`config.mk`:
```
export PLATFORM = sky130hd
export DESIGN_NAME = ads8681_reader
export DESIGN_NICKNAME = d
export VERILOG_FILES = /design/src/rtl/ads8681_reader.sv
export SDC_FILE = /design/constraint.sdc
export NUM_CORES = 1
export LEC_CHECK = 0
export CORE_ASPECT_RATIO = 1.4
export CORE_UTILIZATION = 55
export CTS_CLUSTER_SIZE = 14
export DETAILED_ROUTE_END_ITERATION = 12
export GPL_TIMING_DRIVEN = 0
export PLACE_DENSITY = 0.78
export SLEW_MARGIN = 25
export SYNTH_ARGS = -nofsm -noshare
export SYNTH_HDL_FRONTEND = slang
export SYNTH_SLANG_ARGS = --single-unit
```
`constraint.sdc`:
```
create_clock -name clk_in -period 2.6 [get_ports clk_in]
set_clock_uncertainty 0.2 [all_clocks]
set_input_delay 0.39 -clock clk_in [delete_from_list [all_inputs] [get_ports clk_in]]
set_output_delay 0.39 -clock clk_in [all_outputs]
set_load 0.01 [all_outputs]
```
`src/rtl/ads8681_reader.sv`:
```
// ads8681_reader: conversion-and-readout engine for the ADS8681 16-bit SAR ADC.
// A start request drives CONVST/CS through a 2-cycle low pulse. CS is then held
// high while the ADC converts. After that, 16 bits are clocked out of SDO,
// MSB-first, on an SCLK derived from clk_in. Each completed word is presented on
// data_out together with a one-cycle data_valid strobe.
//
// Optional feature macro: ADS8681_RVS_WAIT_EN
//   defined   - the conversion wait ends early once the synchronized RVS goes
//               high. The earliest exit is on the 8th CONV cycle. If RVS never
//               rises, the wait ends at CONV_CYCLES and rvs_timeout pulses.
//   undefined - adc_rvs is ignored, and CONV always lasts CONV_CYCLES.
//               rvs_timeout stays 0.
module ads8681_reader #(
    parameter int SCLK_DIV    = 2,    // clk_in cycles per SCLK half-period, >= 1
    parameter int CONV_CYCLES = 100   // clk_in cycles CS is held high, >= 8
) (
    input  logic        clk_in,
    input  logic        rst,
    input  logic        start,
    output logic        busy,
    output logic [15:0] data_out,
    output logic        data_valid,
    output logic        rvs_timeout,
    output logic        adc_cs_n,
    output logic        adc_sclk,
    input  logic        adc_sdo,
    input  logic        adc_rvs
);

    // The half-period counter needs $clog2(SCLK_DIV) bits. That is zero bits
    // when SCLK_DIV is 1, so keep at least one bit; it simply stays at 0.
    localparam int HALF_W = (SCLK_DIV > 1) ? $clog2(SCLK_DIV) : 1;
    // The conversion counter runs 0 .. CONV_CYCLES-1.
    localparam int CONV_W = $clog2(CONV_CYCLES);

    localparam logic [HALF_W-1:0] HALF_LAST = HALF_W'(SCLK_DIV - 1);
    localparam logic [CONV_W-1:0] CONV_LAST = CONV_W'(CONV_CYCLES - 1);
    localparam logic [4:0]        BIT_LAST  = 5'd15;

    typedef enum logic [2:0] {
        S_IDLE,
        S_ARM,
        S_CONV,
        S_SHIFT,
        S_DONE
    } state_t;

    state_t              state_q, state_d;
    logic                arm_cnt_q, arm_cnt_d;
    logic [CONV_W-1:0]   conv_cnt_q, conv_cnt_d;
    logic [HALF_W-1:0]   half_cnt_q, half_cnt_d;
    logic [4:0]          bit_cnt_q, bit_cnt_d;
    logic [15:0]         shift_q, shift_d;
    logic [15:0]         data_out_q, data_out_d;
    logic                cs_n_q, cs_n_d;
    logic                sclk_q, sclk_d;
    logic                busy_q, busy_d;
    logic                valid_q, valid_d;
    logic                tmo_q, tmo_d;

    logic                conv_done;     // CONV ends at the coming edge
    logic                conv_timeout;  // ...and it ends because the wait expired

`ifdef ADS8681_RVS_WAIT_EN
    logic [1:0] rvs_sync_q;
    logic       rvs_ready;

    // Two-flop synchronizer for the asynchronous RVS pin.
    always_ff @(posedge clk_in or posedge rst) begin
        if (rst) begin
            rvs_sync_q <= 2'b00;
        end else begin
            rvs_sync_q <= {rvs_sync_q[0], adc_rvs};
        end
    end

    // RVS may end the wait only from the 8th CONV cycle (count 7) onward.
    assign rvs_ready    = rvs_sync_q[1] && (conv_cnt_q >= CONV_W'(7));
    assign conv_done    = rvs_ready || (conv_cnt_q == CONV_LAST);
    assign conv_timeout = !rvs_ready && (conv_cnt_q == CONV_LAST);
`else
    // RVS has no function in this build; the fixed-length wait covers conversion.
    logic unused_rvs;
    assign unused_rvs   = adc_rvs;
    assign conv_done    = (conv_cnt_q == CONV_LAST);
    assign conv_timeout = 1'b0;
`endif

    // Next-state and next-output decode for the conversion/readout sequence.
    always_comb begin
        // NOTE: every *_d signal gets a default before the case statement.
        // Without that, a branch that skips an assignment would infer a latch.
        state_d    = state_q;
        arm_cnt_d  = arm_cnt_q;
        conv_cnt_d = conv_cnt_q;
        half_cnt_d = half_cnt_q;
        bit_cnt_d  = bit_cnt_q;
        shift_d    = shift_q;
        data_out_d = data_out_q;
        cs_n_d     = cs_n_q;
        sclk_d     = sclk_q;
        busy_d     = busy_q;
        valid_d    = 1'b0;
        tmo_d      = 1'b0;

        case (state_q)
            S_IDLE: begin
                cs_n_d = 1'b1;
                sclk_d = 1'b0;
                if (start) begin
                    state_d   = S_ARM;
                    cs_n_d    = 1'b0;
                    busy_d    = 1'b1;
                    arm_cnt_d = 1'b0;
                end
            end

            // CS stays low for two cycles. Its rising edge starts the conversion.
            S_ARM: begin
                if (arm_cnt_q) begin
                    state_d    = S_CONV;
                    cs_n_d     = 1'b1;
                    conv_cnt_d = '0;
                end else begin
                    arm_cnt_d = 1'b1;
                end
            end

            S_CONV: begin
                conv_cnt_d = conv_cnt_q + 1'b1;
                if (conv_done) begin
                    state_d    = S_SHIFT;
                    cs_n_d     = 1'b0;
                    sclk_d     = 1'b0;
                    half_cnt_d = '0;
                    bit_cnt_d  = '0;
                    tmo_d      = conv_timeout;
                end
            end

            // Each SCLK period is a low phase followed by a high phase. SDO is
            // captured on the same edge that raises SCLK. By then the ADC has
            // had a full low phase to present the bit.
            S_SHIFT: begin
                if (half_cnt_q == HALF_LAST) begin
                    half_cnt_d = '0;
                    if (!sclk_q) begin
                        sclk_d  = 1'b1;
                        shift_d = {shift_q[14:0], adc_sdo};
                    end else if (bit_cnt_q == BIT_LAST) begin
                        state_d    = S_DONE;
                        sclk_d     = 1'b0;
                        cs_n_d     = 1'b1;
                        busy_d     = 1'b0;
                        data_out_d = shift_q;
                        valid_d    = 1'b1;
                    end else begin
                        sclk_d    = 1'b0;
                        bit_cnt_d = bit_cnt_q + 1'b1;
                    end
                end else begin
                    half_cnt_d = half_cnt_q + 1'b1;
                end
            end

            // DONE lasts one cycle. A start seen here chains directly into the next frame.
            S_DONE: begin
                if (start) begin
                    state_d   = S_ARM;
                    cs_n_d    = 1'b0;
                    busy_d    = 1'b1;
                    arm_cnt_d = 1'b0;
                end else begin
                    state_d = S_IDLE;
                end
            end

            default: begin
                state_d = S_IDLE;
                cs_n_d  = 1'b1;
                sclk_d  = 1'b0;
                busy_d  = 1'b0;
            end
        endcase
    end

    // State, counters and every pin/status output are registered. This keeps
    // the ADC pins glitch-free, and reset forces them to safe levels at once.
    always_ff @(posedge clk_in or posedge rst) begin
        if (rst) begin
            // NOTE: the shift register and data_out are plain flops, not a memory.
            // They are cleared so that an aborted frame leaves no stale word behind.
            state_q    <= S_IDLE;
            arm_cnt_q  <= 1'b0;
            conv_cnt_q <= '0;
            half_cnt_q <= '0;
            bit_cnt_q  <= '0;
            shift_q    <= '0;
            data_out_q <= '0;
            cs_n_q     <= 1'b1;
            sclk_q     <= 1'b0;
            busy_q     <= 1'b0;
            valid_q    <= 1'b0;
            tmo_q      <= 1'b0;
        end else begin
            // NOTE: non-blocking assignments, so every register here takes its
            // new value from pre-edge values, independent of statement order.
            state_q    <= state_d;
            arm_cnt_q  <= arm_cnt_d;
            conv_cnt_q <= conv_cnt_d;
            half_cnt_q <= half_cnt_d;
            bit_cnt_q  <= bit_cnt_d;
            shift_q    <= shift_d;
            data_out_q <= data_out_d;
            cs_n_q     <= cs_n_d;
            sclk_q     <= sclk_d;
            busy_q     <= busy_d;
            valid_q    <= valid_d;
            tmo_q      <= tmo_d;
        end
    end

    assign adc_cs_n    = cs_n_q;
    assign adc_sclk    = sclk_q;
    assign busy        = busy_q;
    assign data_out    = data_out_q;
    assign data_valid  = valid_q;
    assign rvs_timeout = tmo_q;

endmodule

```
==> flow_summary.yaml <==
power:
  p_leak_nw: 1.27
  power_mw: 1.42
  power_density_nw_per_um2: 517
  ir_drop_uv: 458
clock_network:
  cts_made_buffers: 5
  cts_buffer_depth: 2
  cts-hold-fix-buffers: 0
  clkLatencyLatePin_ps: 300
  cts_root_buf: "clkbuf_8"
  cts_resized: 0
  post_cts_buffers: 0
  clk_pin_slew_ps: 100
  h-tree-depth: 2
  cts_tree: "built"
  cts_sinks: 53
drt:
  first_pass_iters: 4
  wl_per_cell_um: 16.5
  vias: 1549
  avgViaCountPerCell: 6.07
  drc: 0
  drtAntennaViolNets: 0
  wirelength_um: 4210
  first_iter_violations: 33
critical_path:
  startpoint_type: "flip-flop"
  crit_chain: "ha_1, and3_1, ha_1, nand3_1, nor2_2, buf_4, mux2_2"
  end_kind: "flip-flop"
  required_ps: 2600
  cp_common_cell: "ha_1"
  path_class: "reg2reg"
  arrival_ps: 2410
  critical_path.max_stage_delay_ps: 430
  slowest_stage: "dfrtp_1"
  worst-path-max-fanout: 10
synth:
  yosys_most_used_dff: "dfrtp_1"
  synthArstFlopShare_pct: 100
  synthTopCellsByArea: "dfrtp_1, mux2_2, o21ai_0"
  syn_area_um2: 2320
  synth_edf_count: 0
  syn_nets: 189
  ys_seq_area_share_pct: 57.2
  yosysTopAreaCellShare_pct: 56.0
  yosys.area.top_type: "dfrtp_1"
  ys_warn_count: 0
  synthCells: 180
  ys_top_cells_by_count: "dfrtp_1, mux2_2, o21ai_0, nand2_1"
  synth.most_common_cell: "dfrtp_1"
  synth.distinct_cells: 42
  synth_area_per_cell_um2: 12.9
  ys_seq_elements: 53
timing:
  fin_crit_sh_pct: 92.8
  min_period_ps: 2410
  rsz0062_at_grt: "no"
  slew_headroom_pct: 55.2
  setup_viol: 0
  hold_viol: 0
  fmax_mhz: 415
  worst_slew_pin_slew_ps: 671
  slew_violations: 0
floorplan:
  dieHeight_um: 78.9
  fp-row-count: 27
  die_w_um: 56.9
  initial_core_util_pct: 58.3
  core_um2: 3990
  io-pin-count: 26
  die_area_um2: 4490
global_routing:
  antenna_found_initial: 0
  met1_usage_pct: 24.8
  grt_pass1_wl_um: 7110
  busiest_layer: "met2"
  use_met3_pct: 5.05
  grt_usage_pct: 20.9
  grt_util_met2_pct: 36.5
  grt_max_degree: 32
  grt_overflow: 0
  first_global_vias: 1507
finish:
  fillers: 306
  regArea_um2: 1330
  antenna_cells: 0
  multi_input_area_um2: 931
  nets: 220
  drive_gt1_share_pct: 27.4
  area_delta_synth_final_pct: 18.5
  layout.cells.non_filler: 255
placed_design:
  place_congestion: 0.894
  port_buffers: 23
  dp_hpwl_um: 3070
  dp_cells: 247
flow_run:
  max_cap_violations: 0
run_status:
  outcome: "finished clean"
hold_path:
  min_path_type: "in2async"
critical path, delay by kind of cell (launching register included):
family | cells | cell delay [ps]
mux | 1 | 350
simple gates | 3 | 680
fa+ha+maj | 2 | 370
flops | 1 | 430
buf+inv | 1 | 270
per-layer routing:
layer	up-vias	part of all wire, %
met5	-	0
met4	0	1.1
met3	9	4.1
met2	41	55
met1	780	39
li1	719	-
layout make-up:
cell class	instances	share of cell area, %
multi-input combinational	115	33.8
sequential	53	48.2
inverter	5	0.682
clock inverter	3	1.82
tap	43	1.95
timing repair buffer	24	9.36
clock buffer	5	2.50
buffer	7	1.64
through the flow:
step                      hold slack, ps  setup TNS [ps]  util (%)  area, um^2  setup slack [ps]
final                                290               0      69.1        2750               188
after CTS                            301               0      69.1        2750               166
after global routing                 316               0      69.1        2750              6.43
after detailed placement             287               0      66.1        2630               197
after global placement               270           -6330      65.4        2610              -124
after floorplan                      245               0         -        2320               470
final timing paths:
check	startpoint	endpoint	slack, ps	depth (start not counted)
setup / recovery	bit_cnt_q[0]	data_out[7]	190	7
hold / removal	rst	bit_cnt_q[2]	290	2
setup reg to reg	bit_cnt_q[0]	data_out[7]	190	7
hold reg to reg	conv_cnt_q[6]	conv_cnt_q[6]	290	1
max in group asynchronous	rst	adc_cs_n	1280	3
min in group clk_in	conv_cnt_q[6]	conv_cnt_q[6]	290	1
logic make-up after synthesis:
kind of cell | share of synthesized area [%]
other | 0.161
DFF | 57.2
AOI/OAI and AO/OA | 10.1
muxes | 16.9
buffers and inverters | 2.75
adders and majority gates | 2.16
and+or+nand+nor | 10.7
sequential cells by signal, indices dropped and copies added, names as in the netlist:
name / cells
arm_cnt_q: 1
bit_cnt_q: 5
adc_sclk: 1
adc_cs_n: 1
conv_cnt_q: 7
state_q: 3
half_cnt_q: 1
data_out: 16
busy: 1
data_valid: 1
shift_q: 16
placed cells by master (no fill, tap or decap), types with 5 or more instances in the layout:
cell type        count
nand2_1              7
nand3_1              6
nor2_1               6
clkbuf_8             5
dfrtp_1             52
o21ai_0             12
clkdlybuf4s50_1     23
mux2_2              34
report_power, final:
group / total, mW / leakage [nW] / internal [mW] / switching, mW
Sequential: 0.824 / 0.698 / 0.824 / 0
Clock: 0.573 / 0.0603 / 0.295 / 0.278
Combinational: 0.0268 / 0.515 / 0.00922 / 0.0176
No activity file was read; power rests on OpenSTA's default activity.
